`src/rtl/aes_arb_pkg.sv`:
```
// aes_arb_pkg: shared types and widths for the AES job arbiter.
package aes_arb_pkg;

    localparam int unsigned AES_BLOCK_W = 128;

    typedef enum logic [1:0] {
        IDLE,
        RUN,
        DRAIN,
        RESP
    } aes_arb_state_t;

    // Index of a requester (0 or 1).
    typedef logic req_idx_t;

endpackage : aes_arb_pkg

```
`src/rtl/aes_job_arbiter_rr_arb2.sv`:
```
// rr_arb2: two-input round-robin arbiter with a one-hot grant.
// On a tie the favoured requester wins. The pointer then moves to the loser.
module rr_arb2
    import aes_arb_pkg::*;
(
    input  logic       i_clk,
    input  logic       i_rst_n,
    input  logic [1:0] i_req,
    input  logic       i_advance,
    output logic [1:0] o_grant
);

    req_idx_t r_ptr;

    // Grant the favoured requester on a tie, otherwise whoever is asking.
    always_comb begin
        o_grant = i_req;
        if (i_req == 2'b11) begin
            o_grant = r_ptr ? 2'b10 : 2'b01;
        end
    end

    // After each accept, favour the requester that did not just win.
    always_ff @(posedge i_clk or negedge i_rst_n) begin
        if (!i_rst_n) begin
            r_ptr <= 1'b0;
        end else if (i_advance) begin
            r_ptr <= ~o_grant[1];
        end
    end

endmodule : rr_arb2

```
`src/rtl/aes_job_arbiter.sv`:
```
// aes_job_arbiter: shares one AES decryptor core between two requesters.
// It grants the core round-robin and drives the level START/DONE handshake.
// The plaintext is returned with a one-cycle pulse to the job owner.
// Optional: define AES_ARB_WATCHDOG_EN to abort jobs whose DONE never arrives.
module aes_job_arbiter
    import aes_arb_pkg::*;
#(
    parameter int unsigned TIMEOUT_CYCLES = 1024
)
(
    input  logic                   CLK,
    input  logic                   RESET_N,
    input  logic                   REQ0_VALID,
    input  logic                   REQ1_VALID,
    output logic                   REQ0_READY,
    output logic                   REQ1_READY,
    input  logic [AES_BLOCK_W-1:0] REQ0_KEY,
    input  logic [AES_BLOCK_W-1:0] REQ1_KEY,
    input  logic [AES_BLOCK_W-1:0] REQ0_MSG,
    input  logic [AES_BLOCK_W-1:0] REQ1_MSG,
    output logic                   RSP0_VALID,
    output logic                   RSP1_VALID,
    output logic [AES_BLOCK_W-1:0] RSP_DATA,
    output logic                   RSP_ERR,
    output logic [AES_BLOCK_W-1:0] AES_KEY,
    output logic [AES_BLOCK_W-1:0] AES_MSG_ENC,
    output logic                   AES_START,
    input  logic                   AES_DONE,
    input  logic [AES_BLOCK_W-1:0] AES_MSG_DEC,
    output logic                   BUSY,
    output logic                   OWNER
);

    if (TIMEOUT_CYCLES < 1) begin : g_bad_timeout
        $error("TIMEOUT_CYCLES must be at least 1");
    end

    aes_arb_state_t         r_state;
    aes_arb_state_t         w_next;
    logic [1:0]             w_req;
    logic [1:0]             w_grant;
    logic                   w_accept;
    logic                   w_done_hit;
    logic                   w_timeout;
    logic [AES_BLOCK_W-1:0] r_key;
    logic [AES_BLOCK_W-1:0] r_msg;
    logic [AES_BLOCK_W-1:0] r_rsp_data;
    req_idx_t               r_owner;

    // READY is gated by RESET_N so every output reads 0 while reset is held.
    assign w_req      = (r_state == IDLE && RESET_N) ? {REQ1_VALID, REQ0_VALID} : 2'b00;
    assign w_accept   = |w_grant;
    assign w_done_hit = (r_state == RUN) && AES_DONE;

    rr_arb2 u_rr_arb2 (
        .i_clk     (CLK),
        .i_rst_n   (RESET_N),
        .i_req     (w_req),
        .i_advance (w_accept),
        .o_grant   (w_grant)
    );

    // FSM state register.
    always_ff @(posedge CLK or negedge RESET_N) begin
        if (!RESET_N) begin
            r_state <= IDLE;
        end else begin
            r_state <= w_next;
        end
    end

    // Next-state logic and state-decoded outputs.
    always_comb begin
        w_next     = r_state;
        AES_START  = 1'b0;
        BUSY       = (r_state != IDLE);
        REQ0_READY = w_grant[0];
        REQ1_READY = w_grant[1];
        RSP0_VALID = 1'b0;
        RSP1_VALID = 1'b0;
        case (r_state)
            IDLE: begin
                if (w_accept) begin
                    w_next = RUN;
                end
            end
            RUN: begin
                AES_START = 1'b1;
                if (w_done_hit || w_timeout) begin
                    w_next = DRAIN;
                end
            end
            DRAIN: begin
                if (!AES_DONE) begin
                    w_next = RESP;
                end
            end
            RESP: begin
                RSP0_VALID = (r_owner == 1'b0);
                RSP1_VALID = (r_owner == 1'b1);
                w_next     = IDLE;
            end
            default: begin
                w_next = IDLE;
            end
        endcase
    end

    // Job latch on accept and result capture when the core finishes or is aborted.
    always_ff @(posedge CLK or negedge RESET_N) begin
        if (!RESET_N) begin
            r_key      <= '0;
            r_msg      <= '0;
            r_owner    <= 1'b0;
            r_rsp_data <= '0;
        end else begin
            if (w_accept) begin
                r_key   <= w_grant[1] ? REQ1_KEY : REQ0_KEY;
                r_msg   <= w_grant[1] ? REQ1_MSG : REQ0_MSG;
                r_owner <= w_grant[1];
            end
            if (w_done_hit) begin
                r_rsp_data <= AES_MSG_DEC;
            end else if (w_timeout) begin
                r_rsp_data <= '0;
            end
        end
    end

`ifdef AES_ARB_WATCHDOG_EN
    logic [31:0] r_wd_cnt;
    logic        r_rsp_err;

    // RUN-cycle counter and abort flag; the counter restarts at every accept.
    always_ff @(posedge CLK or negedge RESET_N) begin
        if (!RESET_N) begin
            r_wd_cnt  <= '0;
            r_rsp_err <= 1'b0;
        end else begin
            if (w_accept) begin
                r_wd_cnt <= '0;
            end else if (r_state == RUN) begin
                r_wd_cnt <= r_wd_cnt + 32'd1;
            end
            if (w_done_hit) begin
                r_rsp_err <= 1'b0;
            end else if (w_timeout) begin
                r_rsp_err <= 1'b1;
            end
        end
    end

    assign w_timeout = (r_state == RUN) && !AES_DONE && (r_wd_cnt == TIMEOUT_CYCLES - 1);
    assign RSP_ERR   = r_rsp_err;
`else
    assign w_timeout = 1'b0;
    assign RSP_ERR   = 1'b0;
`endif

    assign AES_KEY     = r_key;
    assign AES_MSG_ENC = r_msg;
    assign RSP_DATA    = r_rsp_data;
    assign OWNER       = r_owner;

endmodule : aes_job_arbiter
```
`config.mk`:
```
export PLATFORM = sky130hd
export DESIGN_NAME = aes_job_arbiter
export DESIGN_NICKNAME = d
export VERILOG_FILES = /design/src/rtl/aes_arb_pkg.sv /design/src/rtl/aes_job_arbiter_rr_arb2.sv /design/src/rtl/aes_job_arbiter.sv
export SDC_FILE = /design/constraint.sdc
export NUM_CORES = 1
export LEC_CHECK = 0
export ABC_AREA = 1
export ABC_CLOCK_PERIOD_IN_PS = 4100
export CAP_MARGIN = 10
export CORE_AREA = 2 2 406 408
export CTS_BUF_LIST = sky130_fd_sc_hd__clkbuf_16
export CTS_CLUSTER_DIAMETER = 40
export CTS_CLUSTER_SIZE = 24
export DETAILED_ROUTE_END_ITERATION = 8
export DIE_AREA = 0 0 408 410
export PLACE_DENSITY_LB_ADDON = 0.08
export SYNTH_ARGS = -nofsm -noshare
export SYNTH_HDL_FRONTEND = slang
export SYNTH_SLANG_ARGS = --single-unit
```
`constraint.sdc`:
```
create_clock -name CLK -period 4.1 [get_ports CLK]
set_clock_uncertainty 0.1 [all_clocks]
set_input_delay 0.82 -clock CLK [delete_from_list [all_inputs] [get_ports CLK]]
set_output_delay 0.82 -clock CLK [all_outputs]
set_load 0.01 [all_outputs]
```
==> flow_summary_export.csv, run 1 <==
group,metric,value,unit
timing,fmax,0.2678,GHz
power_and_ir_drop,powerDensity,752.4,nW/µm²
drt,drc,0,
worst_setup_path,critPathSlowestCell,"clkdlybuf4s50_1",
timing,setup_viol_count_final,0,
final_layout,fin_nets,3473,
final_layout,n_fill_cell,18000,
worst_setup_path,cp-end-kind,"primary output",
global_route,grt_usage,13.24,%
synth,ys_top_cells_by_count,"nand3_1, nand2_1, dfrtp_1",
synth,synth-main-ff-cell,"dfrtp_1",
power_and_ir_drop,ir_drop,0.3305,mV
synth,postSynthAreaPerCell,9.429,µm²
worst_setup_path,cpMostUsedCell,"nand2_1",
global_route,overflow,0,
global_route,grt_pass1_wl,157300,µm
synth,synth_area_leaders,"dfrtp_1, nand3_1, nand2_1",
synth,synth_cells,1768,
final_layout,seqCellArea,9709,µm²
floorplanning,die_area,167300,µm²
floorplanning,die_w,408,µm
clock_tree,cts_made_buffers,119,
clock_tree,clk_latency,0.71,ns
placed_design,portBuffers,1035,
global_route,grt_pass1_vias,19760,
timing,min_period,3.734,ns
clock_tree,clock_path_buffers,3,
drt,ant_nets,0,
synth,synth.most_common_cell,"nand3_1",
timing,setup-tns-final,0,ns
final_layout,final_cells,5143,
worst_hold_path,hold_path_class,"input port to asynchronous set/reset pin",
synth,ys_ff_latch,388,
clock_tree,cts_resized,0,
clock_tree,cts_tree,"yes",
placed_design,globalplace.congestion,0.7950,
worst_setup_path,arrival,2.81,ns
floorplanning,die_y,410,µm
worst_setup_path,rrSetupSlack,1.07,ns
power_and_ir_drop,leakage,14.04,nW
worst_setup_path,path_class,"flop to primary output",
worst_setup_path,path_buf_inv,3,
worst_setup_path,cp_num_cells,7,
worst_setup_path,critical_path.max_fanout,9,
final_layout,area_growth,101.7,%
worst_setup_path,critPathLaunch,"r_state[0]",
synth,synth.distinct_cells,17,
flow_run,max_cap_violations,0,
worst_setup_path,r2r-start,"r_state[0]",
clock_tree,cts_root_buffer,"clkbuf_16",
synth,synth.top_cell.area_share,58.24,%
worst_setup_path,endpoint,"REQ1_READY",
global_route,grt_max_degree,154,
drt,drt_iter0_drc,683,
floorplanning,start_util,10.20,%
clock_tree,holdBufCountCts,0,
clock_tree,ctsHtreeMaxLevel,3,
drt,routed_wl,113800,µm
timing,grt_setup_unrepaired,"false",
synth,ys_warn_count,0,
synth,synth_enable_flop_cells,0,
worst_setup_path,r2r_cells,7,
worst_setup_path,r2r-end,"AES_KEY[47]",
synth,synthDominantAreaCellType,"dfrtp_1",
drt,via_per_inst,3.472,
worst_setup_path,cp_top_family,"buffers and inverters",
placed_design,hpwl,85610,µm
timing,fin_crit_sh,91.07,%
worst_setup_path,start_kind,"flop",
timing,finalHoldViolCount,0,
floorplanning,rows,149,
synth,yosysSeqAreaShare,58.24,%
synth,syn_area,16670,µm²
clock_tree,cts_setup_buffers,0,
drt,vias,17860,
worst_setup_path,slowest_delay,0.61,ns
timing,slew_viol_final,0,
timing,relSlewSlack,19.47,%
floorplanning,pin_count,1037,
global_route,antenna_found_initial,70,
drt,wire_per_inst,22.12,µm
worst_setup_path,worstPathRequired,3.18,ns
final_layout,multi_input_comb_area,6241,µm²
synth,async_flop_share,100.0,%
drt,firstDrtPassIters,5,
worst_setup_path,path_cells,"inv_1, ha_1, nand2_1, nor2_1, nand2_1, inv_8, clkdlybuf4s50_1",
outcome,outcome,"finished clean",
final_layout,layout-drive-gt1-share,11.67,%
timing,tightest_slew,1.208,ns
placed_design,dp.cells,4891,
synth,synth_nets,2418,
clock_tree,clk_pin_slew,0.04,ns
floorplanning,core-area,163500,µm²
clock_tree,cts_sinks,388,
==> state kept, by name (all words and copies together) (netlist names) <==
signal and flops:
RSP_DATA 128, u_rr_arb2.r_ptr 1, OWNER 1, AES_MSG_ENC 128, AES_KEY 128, r_state 2
==> power breakdown <==
group	internal (mW)	total, mW	leakage, nW	switching [mW]
clock	6.24	9.11	2.02	2.87
sequential	5.62	6.63	4.81	1.01
combinational	5.04	9.56	7.21	4.52
==> cell usage in the layout (no fill, tap or decap), drive strengths merged <==
cell / instances
conb: 1
nand3: 537
nor2: 2
ha: 5
inv: 69
clkinvlp: 4
buf: 31
or2: 1
o21bai: 1
dfrtp: 388
mux2: 128
clkdlybuf4s50: 1034
o21ai: 1
clkinv: 57
bufinv: 17
a21oi: 1
nand2: 525
clkbuf: 119
diode: 33
==> metrics by stage <==
stage	setup slack, ns	utilization [%]	area (µm²)	hold slack (ns)	total power [mW]
final	0.3662	20.57	33630	0.06263	25.30
after detailed placement	0.5637	18.10	29590	0.3913	16.46
after floorplan	1.739	-	16670	0.3905	10.13
after global placement	0.4504	18.10	29590	0.3866	16.46
after global routing	0.1316	20.55	33600	0.04380	26.81
after CTS	0.2101	20.52	33550	0.007375	25.95
==> final cells by class <==
type	instances	area share [%]
clock buffers	119	8.855
multi-input cells	1202	18.56
well taps	2189	8.145
inverters	47	0.5469
flip-flops and latches	388	28.87
diodes	33	0.2456
repair buffers	1065	31.86
clock inverters	100	2.913
==> metal layers <==
metal  vias up  global-route usage [%]  wire length, µm
li1       8094                       -                -
met5         -                       0              238
met2       761                   23.19            58130
met3       227                   6.172            11340
met1      8732                   13.33            40370
met4        42                   6.047             3677
==> cell families after synthesis <==
logic type	count (synthesis)	synth area share (%)
and+or+nand+nor	1065	28.05
muxes	128	8.646
AOI/OAI and AO/OA	3	0.1276
buffers and inverters	178	4.533
other	1	0.02249
adders and majority gates	5	0.3753
DFF	388	58.24
==> worst min path at each step <==
stage,from,endpoint,slack [ns],depth (start not counted)
floorplan,r_state[1],r_state[1],0.39,2
global placement,RSP_DATA[119],RSP_DATA[119],0.39,1
detailed placement,RSP_DATA[30],RSP_DATA[30],0.39,1
CTS,RESET_N,AES_MSG_ENC[93],0.007,2
global route,RESET_N,AES_MSG_ENC[110],0.04,2
finish,RESET_N,AES_MSG_ENC[93],0.06,2
Power figures use the tool's default switching activity.
==> run 2: changes to the inputs <==
--- a/config.mk
+++ b/config.mk
@@ -14,6 +14,7 @@
 export CTS_CLUSTER_SIZE = 24
 export DETAILED_ROUTE_END_ITERATION = 8
 export DIE_AREA = 0 0 408 410
+export MAX_ROUTING_LAYER = met4
 export PLACE_DENSITY_LB_ADDON = 0.08
 export SYNTH_ARGS = -nofsm -noshare
 export SYNTH_HDL_FRONTEND = slang
==> flow_summary_export.csv, run 2 (synthesized netlist as in run 1, its figures left out) <==
group,metric,value,unit
flow_run,max_cap_violations,0,
worst_setup_path,start_kind,"flop",
drt,wire_per_inst,22.04,µm
worst_setup_path,arrival,2.86,ns
clock_tree,cts_made_buffers,119,
final_layout,final_cell_mix,"clkdlybuf4s50_1, nand3_1, nand2_1",
placed_design,hpwl,85610,µm
final_layout,final_common_cell,"clkdlybuf4s50_1",
outcome,outcome,"finished clean",
global_route,grt_pass1_wl,157500,µm
timing,relSlewSlack,19.95,%
drt,firstDrtPassIters,4,
global_route,grt_usage,13.64,%
worst_setup_path,critical_path.max_fanout,9,
worst_setup_path,rrSetupSlack,1.09,ns
worst_setup_path,cp-end-kind,"primary output",
worst_setup_path,slowest_delay,0.66,ns
timing,min_period,3.779,ns
floorplanning,die_w,408,µm
power_and_ir_drop,ir_drop,0.3360,mV
timing,grt_setup_unrepaired,"false",
drt,drt_iter0_drc,803,
global_route,overflow,0,
floorplanning,rows,149,
final_layout,multi_input_comb_area,6241,µm²
drt,drc,0,
clock_tree,cts_tree,"yes",
global_route,grt_pass1_vias,19720,
worst_setup_path,cpMostUsedCell,"nand2_1",
floorplanning,core-area,163500,µm²
drt,ant_nets,0,
power_and_ir_drop,fin_total_pwr,25.31,mW
timing,tightest_slew,1.201,ns
final_layout,fin_nets,3473,
timing,fmax,0.2646,GHz
clock_tree,cts_setup_buffers,0,
clock_tree,holdBufCountCts,0,
timing,fin_crit_sh,92.18,%
global_route,antenna_found_initial,58,
clock_tree,clock_path_buffers,3,
timing,setup-tns-final,0,ns
clock_tree,ctsHtreeMaxLevel,3,
clock_tree,cts_resized,0,
final_layout,seqCellArea,9709,µm²
worst_setup_path,worstPathRequired,3.18,ns
timing,slew_viol_final,0,
drt,via_per_inst,3.464,
timing,setup_viol_count_final,0,
floorplanning,die_y,410,µm
worst_hold_path,hold_path_class,"input port to asynchronous set/reset pin",
power_and_ir_drop,leakage,14.04,nW
worst_setup_path,cp_top_family,"buffers and inverters",
worst_setup_path,path_cells,"inv_1, ha_1, nand2_1, nor2_1, nand2_1, inv_8, clkdlybuf4s50_1",
worst_setup_path,critPathSlowestCell,"clkdlybuf4s50_1",
clock_tree,clk_pin_slew,0.04,ns
worst_setup_path,path_buf_inv,3,
clock_tree,cts_sinks,388,
final_layout,area_growth,101.9,%
final_layout,n_fill_cell,18000,
placed_design,globalplace.congestion,0.8060,
clock_tree,clk_latency,0.71,ns
floorplanning,pin_count,1037,
placed_design,portBuffers,1035,
drt,routed_wl,113600,µm
final_layout,layout-drive-gt1-share,11.67,%
timing,finalHoldViolCount,0,
floorplanning,die_area,167300,µm²
clock_tree,cts_root_buffer,"clkbuf_16",
worst_setup_path,path_class,"flop to primary output",
power_and_ir_drop,powerDensity,752.0,nW/µm²
global_route,grt_max_degree,154,
drt,vias,17840,
floorplanning,start_util,10.20,%
run 2: layer usage:
layer	share of wire, %	vias to the layer above	track usage (%)
li1	-	8118	-
met1	37	8772	13.83
met2	52	765	23.91
met3	9.0	189	5.418
met4	2.6	0	4.406
met5	0	-	-
run 2: final cells by class:
type / count / share of cell area [%]
repair buffers: 1065 / 31.84
flip-flops and latches: 388 / 28.85
multi-input cells: 1202 / 18.55
clock buffers: 119 / 8.849
well taps: 2189 / 8.139
clock inverters: 100 / 2.911
inverters: 47 / 0.5466
diodes: 42 / 0.3123
run 2: worst register-to-register path, cell delays in order (launching register included):
cell	delay (ns)
dfrtp_1	0.39
inv_1	0.10
ha_1	0.34
nand3_4	0.16
buf_4	0.56
buf_12	0.56
nand3_1	0.63
nand3_1	0.14
run 2: worst paths after layout:
| kind | startpoint | to | cells past startpoint |
|---|---|---|---|
| max in group asynchronous | RESET_N | RSP_DATA[66] | 4 |
| max | r_state[0] | REQ1_READY | 7 |
| max reg2reg | r_state[0] | AES_KEY[47] | 7 |
| min | RESET_N | AES_MSG_ENC[93] | 2 |
| min reg2reg | RSP_DATA[125] | RSP_DATA[125] | 1 |
| min in group CLK | RSP_DATA[125] | RSP_DATA[125] | 1 |
run 2: power by group:
group	switching, mW	leakage (nW)	total (mW)	internal, mW
Clock	2.88	2.02	9.12	6.24
Sequential	1.01	4.81	6.64	5.62
Combinational	4.51	7.21	9.55	5.04
run 2: through the flow:
step	instances	util (%)	setup slack (ns)	hold slack, ns	cell area, µm²
finish	5152	20.58	0.3206	0.06425	33650
global route	5148	20.58	0.1317	0.04373	33640
CTS	5110	20.52	0.2101	0.007375	33550
detailed placement	4891	18.10	0.5637	0.3913	29590
global placement	4891	18.10	0.4504	0.3866	29590
floorplan	1768	-	1.739	0.3905	16670
==> run 3: changes to the inputs <==
--- a/config.mk
+++ b/config.mk
@@ -7,7 +7,7 @@
 export LEC_CHECK = 0
 export ABC_AREA = 1
 export ABC_CLOCK_PERIOD_IN_PS = 4100
-export CAP_MARGIN = 10
+export CAP_MARGIN = 20
 export CORE_AREA = 2 2 406 408
 export CTS_BUF_LIST = sky130_fd_sc_hd__clkbuf_16
 export CTS_CLUSTER_DIAMETER = 40
==> results of run 3 <==
No change in the layout: final DEF, timing and power equal those of run 2.
